$ cat src/rtl/nes_cpu_bus_master_if.sv
// Host command/response and cartridge CPU bus signals between the bus master and its environment.
interface nes_cpu_bus_master_if;
  logic        cmd_valid;
  logic        cmd_ready;
  logic        cmd_rw;
  logic [15:0] cmd_addr;
  logic [7:0]  cmd_wdat;
  logic        rsp_valid;
  logic        rsp_rw;
  logic [7:0]  rsp_data;
  logic        m2;
  logic [15:0] cpu_addr;
  logic        cpu_rw;
  logic [7:0]  cpu_dout;
  logic        cpu_doe;
  logic [7:0]  cpu_din;
  logic        map_oe;

  modport master (
    input  cmd_valid, cmd_rw, cmd_addr, cmd_wdat, cpu_din, map_oe,
    output cmd_ready, rsp_valid, rsp_rw, rsp_data, m2, cpu_addr, cpu_rw, cpu_dout, cpu_doe
  );

  modport slave (
    output cmd_valid, cmd_rw, cmd_addr, cmd_wdat, cpu_din, map_oe,
    input  cmd_ready, rsp_valid, rsp_rw, rsp_data, m2, cpu_addr, cpu_rw, cpu_dout, cpu_doe
  );
endinterface

$ cat src/rtl/nes_cpu_bus_master.sv
// 6502-style CPU bus initiator: free-running M2, one host command per bus cycle, open-bus read model.
module nes_cpu_bus_master #(
  parameter int unsigned  LO_CLK    = 5,
  parameter int unsigned  HI_CLK    = 7,
  parameter logic [15:0]  IDLE_ADDR = 16'h0000
) (
  input  logic                 i_clk,
  input  logic                 i_rst,
  nes_cpu_bus_master_if.master bus
);
  localparam int unsigned CNT_W  = 4;
  localparam int unsigned ADDR_W = 16;
  localparam int unsigned DATA_W = 8;
  localparam logic [CNT_W-1:0] LO_LAST = CNT_W'(LO_CLK - 1);
  localparam logic [CNT_W-1:0] HI_LAST = CNT_W'(HI_CLK - 1);

  typedef enum logic {PH1 = 1'b0, PH2 = 1'b1} phase_e;

  phase_e             r_state, w_state_nxt;
  logic [CNT_W-1:0]   r_cnt, w_cnt_nxt;
  logic               w_ph2_enter;
  logic               w_cyc_end;
  logic               w_accept;
  logic [DATA_W-1:0]  w_sample;

  logic               r_m2;
  logic [ADDR_W-1:0]  r_addr;
  logic               r_rw;
  logic [DATA_W-1:0]  r_dout;
  logic               r_doe;
  logic               r_tag;
  logic               r_ready;
  logic [ADDR_W-1:0]  r_h_addr;
  logic               r_h_rw;
  logic [DATA_W-1:0]  r_h_wdat;
  logic [DATA_W-1:0]  r_ob;
  logic               r_rsp_valid;
  logic               r_rsp_rw;
  logic [DATA_W-1:0]  r_rsp_data;

  // Phase state register
  always_ff @(posedge i_clk) begin
    if (i_rst) begin
      r_state <= PH1;
      r_cnt   <= '0;
    end else begin
      r_state <= w_state_nxt;
      r_cnt   <= w_cnt_nxt;
    end
  end

  // Phase sequencing; w_cyc_end marks the last PH2 clk (sample point and next cycle start)
  always_comb begin
    w_state_nxt = r_state;
    w_cnt_nxt   = r_cnt + CNT_W'(1);
    w_ph2_enter = 1'b0;
    w_cyc_end   = 1'b0;
    case (r_state)
      PH1: if (r_cnt == LO_LAST) begin
        w_state_nxt = PH2;
        w_cnt_nxt   = '0;
        w_ph2_enter = 1'b1;
      end
      PH2: if (r_cnt == HI_LAST) begin
        w_state_nxt = PH1;
        w_cnt_nxt   = '0;
        w_cyc_end   = 1'b1;
      end
      default: begin
        w_state_nxt = PH1;
        w_cnt_nxt   = '0;
      end
    endcase
  end

  assign w_accept = bus.cmd_valid & r_ready;
  // Undriven reads return the open-bus value; writes echo their own data
  assign w_sample = r_rw ? (bus.map_oe ? bus.cpu_din : r_ob) : r_dout;

  // Holding register, bus drive, open-bus and response registers
  always_ff @(posedge i_clk) begin
    if (i_rst) begin
      r_m2        <= 1'b0;
      r_addr      <= IDLE_ADDR;
      r_rw        <= 1'b1;
      r_dout      <= '0;
      r_doe       <= 1'b0;
      r_tag       <= 1'b0;
      r_ready     <= 1'b1;
      r_h_addr    <= '0;
      r_h_rw      <= 1'b1;
      r_h_wdat    <= '0;
      r_ob        <= '0;
      r_rsp_valid <= 1'b0;
      r_rsp_rw    <= 1'b1;
      r_rsp_data  <= '0;
    end else begin
      r_rsp_valid <= 1'b0;
      if (w_accept) begin
        r_ready  <= 1'b0;
        r_h_addr <= bus.cmd_addr;
        r_h_rw   <= bus.cmd_rw;
        r_h_wdat <= bus.cmd_wdat;
      end
      if (w_ph2_enter) begin
        r_m2  <= 1'b1;
        r_doe <= ~r_rw;
      end
      if (w_cyc_end) begin
        r_m2  <= 1'b0;
        r_doe <= 1'b0;
        r_ob  <= w_sample;
        if (r_tag) begin
          r_rsp_valid <= 1'b1;
          r_rsp_rw    <= r_rw;
          r_rsp_data  <= w_sample;
        end
        // Start of next cycle uses pend as it stood before this edge
        if (!r_ready) begin
          r_addr  <= r_h_addr;
          r_rw    <= r_h_rw;
          r_dout  <= r_h_wdat;
          r_tag   <= 1'b1;
          r_ready <= 1'b1;
        end else begin
          r_addr  <= IDLE_ADDR;
          r_rw    <= 1'b1;
          r_dout  <= '0;
          r_tag   <= 1'b0;
        end
      end
    end
  end

  assign bus.cmd_ready = r_ready;
  assign bus.rsp_valid = r_rsp_valid;
  assign bus.rsp_rw    = r_rsp_rw;
  assign bus.rsp_data  = r_rsp_data;
  assign bus.m2        = r_m2;
  assign bus.cpu_addr  = r_addr;
  assign bus.cpu_rw    = r_rw;
  assign bus.cpu_dout  = r_dout;
  assign bus.cpu_doe   = r_doe;
endmodule

$ cat src/flat_wrapper.sv
// flat-port wrapper written by rule: the top's interface ports become plain ports
module nes_cpu_bus_master_flat 
#(
  parameter int unsigned  LO_CLK    = 5,
  parameter int unsigned  HI_CLK    = 7,
  parameter logic [15:0]  IDLE_ADDR = 16'h0000
)
  (i_clk, i_rst, bus_cmd_valid, bus_cmd_rw, bus_cmd_addr, bus_cmd_wdat, bus_cpu_din, bus_map_oe, bus_cmd_ready, bus_rsp_valid, bus_rsp_rw, bus_rsp_data, bus_m2, bus_cpu_addr, bus_cpu_rw, bus_cpu_dout, bus_cpu_doe);
  nes_cpu_bus_master_if bus_i ();
  input  logic i_clk;
  input  logic i_rst;
  input wire logic [$bits(bus_i.cmd_valid)-1:0] bus_cmd_valid;
  input wire logic [$bits(bus_i.cmd_rw)-1:0] bus_cmd_rw;
  input wire logic [$bits(bus_i.cmd_addr)-1:0] bus_cmd_addr;
  input wire logic [$bits(bus_i.cmd_wdat)-1:0] bus_cmd_wdat;
  input wire logic [$bits(bus_i.cpu_din)-1:0] bus_cpu_din;
  input wire logic [$bits(bus_i.map_oe)-1:0] bus_map_oe;
  output wire logic [$bits(bus_i.cmd_ready)-1:0] bus_cmd_ready;
  output wire logic [$bits(bus_i.rsp_valid)-1:0] bus_rsp_valid;
  output wire logic [$bits(bus_i.rsp_rw)-1:0] bus_rsp_rw;
  output wire logic [$bits(bus_i.rsp_data)-1:0] bus_rsp_data;
  output wire logic [$bits(bus_i.m2)-1:0] bus_m2;
  output wire logic [$bits(bus_i.cpu_addr)-1:0] bus_cpu_addr;
  output wire logic [$bits(bus_i.cpu_rw)-1:0] bus_cpu_rw;
  output wire logic [$bits(bus_i.cpu_dout)-1:0] bus_cpu_dout;
  output wire logic [$bits(bus_i.cpu_doe)-1:0] bus_cpu_doe;
  assign bus_i.cmd_valid = bus_cmd_valid;
  assign bus_i.cmd_rw = bus_cmd_rw;
  assign bus_i.cmd_addr = bus_cmd_addr;
  assign bus_i.cmd_wdat = bus_cmd_wdat;
  assign bus_i.cpu_din = bus_cpu_din;
  assign bus_i.map_oe = bus_map_oe;
  assign bus_cmd_ready = bus_i.cmd_ready;
  assign bus_rsp_valid = bus_i.rsp_valid;
  assign bus_rsp_rw = bus_i.rsp_rw;
  assign bus_rsp_data = bus_i.rsp_data;
  assign bus_m2 = bus_i.m2;
  assign bus_cpu_addr = bus_i.cpu_addr;
  assign bus_cpu_rw = bus_i.cpu_rw;
  assign bus_cpu_dout = bus_i.cpu_dout;
  assign bus_cpu_doe = bus_i.cpu_doe;
  nes_cpu_bus_master #(.LO_CLK(LO_CLK), .HI_CLK(HI_CLK), .IDLE_ADDR(IDLE_ADDR)) u_core (.i_clk(i_clk), .i_rst(i_rst), .bus(bus_i));
endmodule
$ cat config.mk
export PLATFORM = sky130hd
export DESIGN_NAME = nes_cpu_bus_master_flat
export DESIGN_NICKNAME = d
export VERILOG_FILES = /design/src/rtl/nes_cpu_bus_master_if.sv /design/src/rtl/nes_cpu_bus_master.sv /design/src/flat_wrapper.sv
export SDC_FILE = /design/constraint.sdc
export NUM_CORES = 1
export LEC_CHECK = 0
export ABC_CLOCK_PERIOD_IN_PS = 3200
export CORE_AREA = 2 2 80 82
export CTS_CLUSTER_SIZE = 40
export DETAILED_ROUTE_END_ITERATION = 16
export DIE_AREA = 0 0 82 84
export GPL_TIMING_DRIVEN = 0
export HOLD_SLACK_MARGIN = 0.06
export PLACE_DENSITY = 0.86
export SYNTH_ARGS = -nofsm -noshare
export SYNTH_HDL_FRONTEND = slang
export SYNTH_SLANG_ARGS = --single-unit
$ cat constraint.sdc
create_clock -name i_clk -period 3.2 [get_ports i_clk]
set_input_delay 0.48 -clock i_clk [delete_from_list [all_inputs] [get_ports i_clk]]
set_output_delay 0.48 -clock i_clk [all_outputs]
set_load 0.005 [all_outputs]
==> flow_summary.ini, run 1 <==
[outcome]
status = complete, no violations

[logic_synthesis]
async_reset_ff_share_pct = 0
synthesis.instances = 304
ys_ff_latch = 77
synth.cell_area_um2 = 2980
synth_largest_type_area_fraction_pct = 51.7
synth_enable_flop_cells = 0
syn_area_per_cell_um2 = 9.80
synth_seq_area_share_pct = 51.7
yosys_warnings = 0
synth_top_area_cell = sky130_fd_sc_hd__dfxtp_1
post_synth_num_cell_types = 37
syn_nets = 344
ys_dominant_reg_cell = sky130_fd_sc_hd__dfxtp_1
synth_area_leaders = sky130_fd_sc_hd__dfxtp_1 52%, sky130_fd_sc_hd__nand2_1 6.6%, sky130_fd_sc_hd__a22o_2 6.0%

[layout]
layout.cells.most_common_list = 77 x sky130_fd_sc_hd__dfxtp_1, 74 x sky130_fd_sc_hd__clkdlybuf4s50_1, 52 x sky130_fd_sc_hd__nand2_1
fill_cells = 507
fin_nets = 429
fraction_of_layout_instances_using_a_drive_strength_above_1_pct = 15.0
layout_commonest_cell = sky130_fd_sc_hd__dfxtp_1
layout.cell_area.non_filler_um2 = 3990
area.growth.synth_to_final_pct = 34.0
finish.cell_count_without_fillers = 471
antennaDiodeCount = 0

[clock_tree]
post-cts-setup-buffers = 0
worst_setup_hold_path_clk_slew_ns = 0.08
cts_tree = built
worstSkewPairLatency_ns = 0.34
cts.sinks = 77
clock_tree.root_cell = sky130_fd_sc_hd__clkbuf_8
post_cts_resized = 0
ctsHtreeMaxLevel = 3
cts_hold_buf = 0
cts_inserted_buffers = 9
cts.path.max_buffers = 2

[setup_path]
maximum_net_fanout_on_the_critical_path = 10
worstReg2RegStart = u_core.r_cnt[0]
ff2ff_path_depth = 6
cp-end-kind = flop
timing_worst_setup_path_type = in2reg
worst_ep_arrival_time_ns = 2.11
crit_required_ns = 3.42
reg2reg_slack_ns = 1.49
critical_path.startpoint_type = input port
reg_to_reg_end = u_core.bus.cpu_addr[13]

[drt]
highest_layer = met4
wl_met2_um = 3660
detailroute.via_count = 2549
post_drt_wl_per_cell_um = 15.3
postRouteWirelength_um = 7200
m1WireLength_um = 3100
detailedRoute.firstPassIterationCount = 4
drtIter0Drc = 195
ant_nets = 0
detail_route.vias_per_cell = 5.41
drc = 0
detailroute.wirelength.met3_um = 319

[floorplan]
io_pins = 75
floorplan.die_area_um2 = 6890
die_w_um = 82
design.core.area_um2 = 6100
floorplan.die.height_um = 84
placementRows = 29
start_util_pct = 48.9

[power]
power.share.sequential_pct = 55.4
switching_share_pct = 24.5
net-switching-power_uw = 442
combinationalPowerShare_pct = 8.7
vdd_ir_drop_max_uv = 387
clock_power_share_pct = 35.9
power.internal_mw = 1.36
power.density_nw_per_um2 = 452
power.leakage_nw = 1.53

[global_routing]
antenna_found_initial = 0
grt_first_pass_wirelength_um = 11800
grt_usage_pct = 22.1
globalRoute.totalOverflow = 0
vias_in_the_first_global_route = 2552
grt_max_degree = 14

[worst_hold_path]
timing.hold.worst.class = reg2reg
hold_path_depth = 2
min_from = u_core.r_h_addr[6]
min_delay_worst_endpoint = u_core.r_h_addr[6]

[placement]
setup_ws_pre_cts_ns = 0.993
numPlacedInstances = 455
place.port_buffers = 74
routabilityCongestion = 0.820
dp_hpwl_um = 5150
post_dp_cell_area_um2 = 3820

[sta]
min_period_over_period_pct = 59.2
final.setup_skew_ns = 0.00942
slew_headroom_pct = 68.0
fin_setup_tns_ns = 0
worst_hold_slack_ns = 0.457
maxClockFrequency_mhz = 528
tightest_slew_ns = 0.480
finalSetupViolCount = 0
hold_vio_cnt_final = 0
drv_slew = 0
setup_repair_after_global_routing_missed_its_margin = no
final.min_clock_period_ns = 1.89
timing.final.ws_setup_ns = 1.31

[flow_run]
cap_viol_max_count = 0
==> worst max-delay path: stages <==
cell and delay (ns):
sky130_fd_sc_hd__clkdlybuf4s50_1 0.56, sky130_fd_sc_hd__buf_2 0.26, sky130_fd_sc_hd__clkbuf_1 0.41, sky130_fd_sc_hd__buf_2 0.32, sky130_fd_sc_hd__a21oi_1 0.07
==> logic make-up (layout without fill, tap and decap cells) <==
logic type / Yosys count / after routing / share of synthesized area (%)
flip-flops: 77 / 77 / 51.7
multiplexers: 2 / 2 / 0.714
AO/OA/AOI/OAI: 86 / 86 / 22.4
adder cells (fa/ha/maj): 3 / 3 / 1.26
XOR/XNOR: 2 / 2 / 0.588
buffers and inverters: 37 / 127 / 6.93
AND/OR/NAND/NOR: 97 / 97 / 16.3
==> Yosys cell counts, types with 2 or more instances <==
| cell | number |
|---|---|
| sky130_fd_sc_hd__a22o_1 | 6 |
| sky130_fd_sc_hd__a22o_2 | 18 |
| sky130_fd_sc_hd__buf_2 | 9 |
| sky130_fd_sc_hd__ha_1 | 3 |
| sky130_fd_sc_hd__nor2b_1 | 8 |
| sky130_fd_sc_hd__buf_6 | 7 |
| sky130_fd_sc_hd__nand2b_1 | 2 |
| sky130_fd_sc_hd__a211oi_1 | 8 |
| sky130_fd_sc_hd__inv_1 | 13 |
| sky130_fd_sc_hd__clkbuf_1 | 5 |
| sky130_fd_sc_hd__nor2_1 | 17 |
| sky130_fd_sc_hd__xnor2_1 | 2 |
| sky130_fd_sc_hd__dfxtp_1 | 77 |
| sky130_fd_sc_hd__o41ai_1 | 16 |
| sky130_fd_sc_hd__a211o_1 | 9 |
| sky130_fd_sc_hd__nand2_1 | 52 |
| sky130_fd_sc_hd__a21oi_1 | 24 |
| sky130_fd_sc_hd__nand3b_1 | 9 |
==> worst max path at each step <==
stage / start / endpoint / cells after the start
4_1_cts: i_rst / u_core.r_h_addr[4] / 5
2_1_floorplan: u_core.r_cnt[0] / u_core.bus.cpu_rw / 6
3_3_place_gp: i_rst / u_core.bus.rsp_valid / 5
3_5_place_dp: i_rst / u_core.r_h_addr[4] / 5
5_1_grt: i_rst / u_core.r_h_addr[10] / 5
6_report: i_rst / u_core.r_h_addr[4] / 5
==> layer usage <==
metal / GRT usage [%] / up-vias
li1: - / 1247
met1: 28.6 / 1214
met2: 36.2 / 75
met3: 3.90 / 13
met4: 8.48 / 0
met5: 0 / -
==> power groups by stage <==
stage,logic (mW),registers (mW),clock network (mW)
after global routing,0.175,1.00,0.705
after floorplan,0.0827,1.02,0
after detailed placement,0.156,1.02,0
after CTS,0.157,1.00,0.661
final,0.157,1.00,0.648
after global placement,0.151,1.02,0
==> through the flow <==
stage / utilization (%) / total power [mW]
floorplan: - / 1.10
global placement: 62.6 / 1.17
detailed placement: 62.6 / 1.18
CTS: 65.5 / 1.82
global route: 65.5 / 1.88
finish: 65.5 / 1.80
==> state kept, by name, indices dropped and copies added, names as in the netlist <==
register	cells
u_core.r_h_addr	16
u_core.bus.cmd_ready	1
u_core.r_h_rw	1
u_core.bus.rsp_rw	1
u_core.r_state	1
u_core.r_cnt	4
u_core.r_h_wdat	8
u_core.bus.rsp_data	8
u_core.bus.cpu_doe	1
u_core.bus.cpu_addr	16
u_core.bus.m2	1
u_core.r_tag	1
u_core.bus.cpu_rw	1
u_core.bus.rsp_valid	1
u_core.r_ob	8
u_core.bus.cpu_dout	8
==> cell type report <==
cell class	count	area, um2	share of cell area, %
Sequential cell	77	1540	38.6
Multi-Input combinational cell	190	1230	30.8
Timing Repair Buffer	74	741	18.6
Buffer	23	154	3.85
Clock buffer	10	138	3.45
Tap cell	77	96.3	2.41
Inverter	14	52.6	1.32
Clock inverter	6	38.8	0.971
Power figures use the tool's default switching activity.
==> inputs of run 2 (changes only) <==
ABC_CLOCK_PERIOD_IN_PS = 1700   (was 3200)
CORE_AREA = 2 2 86 88   (was 2 2 80 82)
DIE_AREA = 0 0 88 90   (was 0 0 82 84)
PLACE_DENSITY = 0.79   (was 0.86)
clock period = 1.7 ns   (was 3.2 ns; I/O delays follow)
==> run 2 against run 1 <==
Cell area grew 1.6%. Combinational power grew 87%. Register-to-register slack lost 1.4 ns. Largest power group unchanged. Via count shrank 0.90%. Critical path type is now reg2reg.
==> flow_summary.ini, run 2 (synthesis gave the netlist of run 1 again) <==
[clock_tree]
cts_inserted_buffers = 9
cts_tree = built
clock_tree.root_cell = sky130_fd_sc_hd__clkbuf_8
ctsHtreeMaxLevel = 3
cts.path.max_buffers = 2
cts.sinks = 77
cts_hold_buf = 0
worst_setup_hold_path_clk_slew_ns = 0.08
worstSkewPairLatency_ns = 0.34

[sta]
final.min_clock_period_ns = 1.60
maxClockFrequency_mhz = 626
drv_slew = 0
slew_headroom_pct = 67.0
worst_hold_slack_ns = 0.456
tightest_slew_ns = 0.494
setup_repair_after_global_routing_missed_its_margin = no
hold_vio_cnt_final = 0
final.setup_skew_ns = 0.00636
min_period_over_period_pct = 94.0
timing.final.ws_setup_ns = 0.101
finalSetupViolCount = 0

[setup_path]
cp_cell_sequence = inv_1, ha_2, and4b_4, buf_6, nand2_1, a211o_1
timing.critical_path.depth = 6
worst_ep_arrival_time_ns = 1.83
cp-end-kind = flop
critPathBufInv = 2
ff2ff_path_depth = 6
maximum_net_fanout_on_the_critical_path = 10
worst_path_max_delay_cell = sky130_fd_sc_hd__dfxtp_1
crit_required_ns = 1.94
cpLargestDelayFamily = simple AND/OR/NAND/NOR gates
critical_path.startpoint_type = flop
critical_path.max_stage_delay_ns = 0.34
timing_worst_setup_path_type = reg2reg

[floorplan]
io_pins = 75
placementRows = 31
floorplan.die_area_um2 = 7920
design.core.area_um2 = 7020
start_util_pct = 42.4
floorplan.die.height_um = 90
die_w_um = 88

[placement]
place.port_buffers = 74
routabilityCongestion = 0.804
numPlacedInstances = 477
setup_ws_pre_cts_ns = -0.274
dp_hpwl_um = 4970
post_dp_cell_area_um2 = 3840

[drt]
detailroute.via_count = 2526
post_drt_wl_per_cell_um = 14.3
drc = 0
drtIter0Drc = 239
postRouteWirelength_um = 7080
ant_nets = 0
detailedRoute.firstPassIterationCount = 4
detail_route.vias_per_cell = 5.11

[worst_hold_path]
timing.hold.worst.class = reg2reg
hold_path_depth = 2

[global_routing]
globalRoute.totalOverflow = 0
antenna_found_initial = 0
vias_in_the_first_global_route = 2391
grt_usage_pct = 18.4
grt_first_pass_wirelength_um = 11300
grt_max_degree = 13

[layout]
antennaDiodeCount = 0
layout.cells.most_common_list = 77 x sky130_fd_sc_hd__dfxtp_1, 74 x sky130_fd_sc_hd__clkdlybuf4s50_1, 52 x sky130_fd_sc_hd__nand2_1
layout_commonest_cell = sky130_fd_sc_hd__dfxtp_1
area.growth.synth_to_final_pct = 36.1
layout.cell_area.non_filler_um2 = 4060
fin_nets = 431
finish.cell_count_without_fillers = 494
fraction_of_layout_instances_using_a_drive_strength_above_1_pct = 15.7

[power]
power.density_nw_per_um2 = 857
vdd_ir_drop_max_uv = 505
power.leakage_nw = 1.56
post_layout_total_power_mw = 3.47

[flow_run]
cap_viol_max_count = 0

[outcome]
status = complete, no violations
run 2: metrics by stage:
stage	utilization, %	TNS, ns
after global placement	54.7	-8.31
final	57.8	0
after global routing	57.8	0
after floorplan	-	0
after detailed placement	54.7	-8.50
after CTS	57.4	0
run 2: power breakdown:
part | switching [mW] | internal (mW) | leakage, nW | total [mW]
clock | 0.635 | 0.663 | 0.0919 | 1.30
sequential | 0.0307 | 1.85 | 0.625 | 1.88
combinational | 0.143 | 0.151 | 0.841 | 0.294
run 2: tightest hold or removal path: stages, from the launching register on:
cell	delay [ns]
sky130_fd_sc_hd__dfxtp_1	0.31
sky130_fd_sc_hd__nand2_1	0.05
sky130_fd_sc_hd__a21oi_1	0.05
run 2: worst paths after layout:
| check | startpoint | to | slack [ns] |
|---|---|---|---|
| hold reg to reg | u_core.r_h_addr[7] | u_core.r_h_addr[7] | 0.46 |
| setup reg to reg | u_core.r_cnt[0] | u_core.bus.rsp_rw | 0.10 |
| hold / removal | u_core.r_h_addr[7] | u_core.r_h_addr[7] | 0.46 |
| setup / recovery | u_core.r_cnt[0] | u_core.bus.rsp_rw | 0.10 |
run 2: what timing repair did:
item	4_1_cts	5_1_grt
setup buffers	0	2
gates resized for setup	1	4
setup endpoints to repair	1	43
pin swaps	0	1
run 2: final cells by class:
type / instances / area [um2]
Fill cell: 620 / 2970
Sequential cell: 77 / 1540
Multi-Input combinational cell: 190 / 1250
Timing Repair Buffer: 76 / 756
Buffer: 23 / 155
Clock buffer: 10 / 128
Tap cell: 99 / 124
Clock inverter: 5 / 52.6
Inverter: 14 / 52.6
run 2: routing by layer:
metal	track usage, %	up-vias	wire length [um]
met4	7.31	0	90
met3	3.31	7	321
li1	-	1243	-
met1	23.3	1199	3160
met2	30.6	77	3510
met5	0	-	0
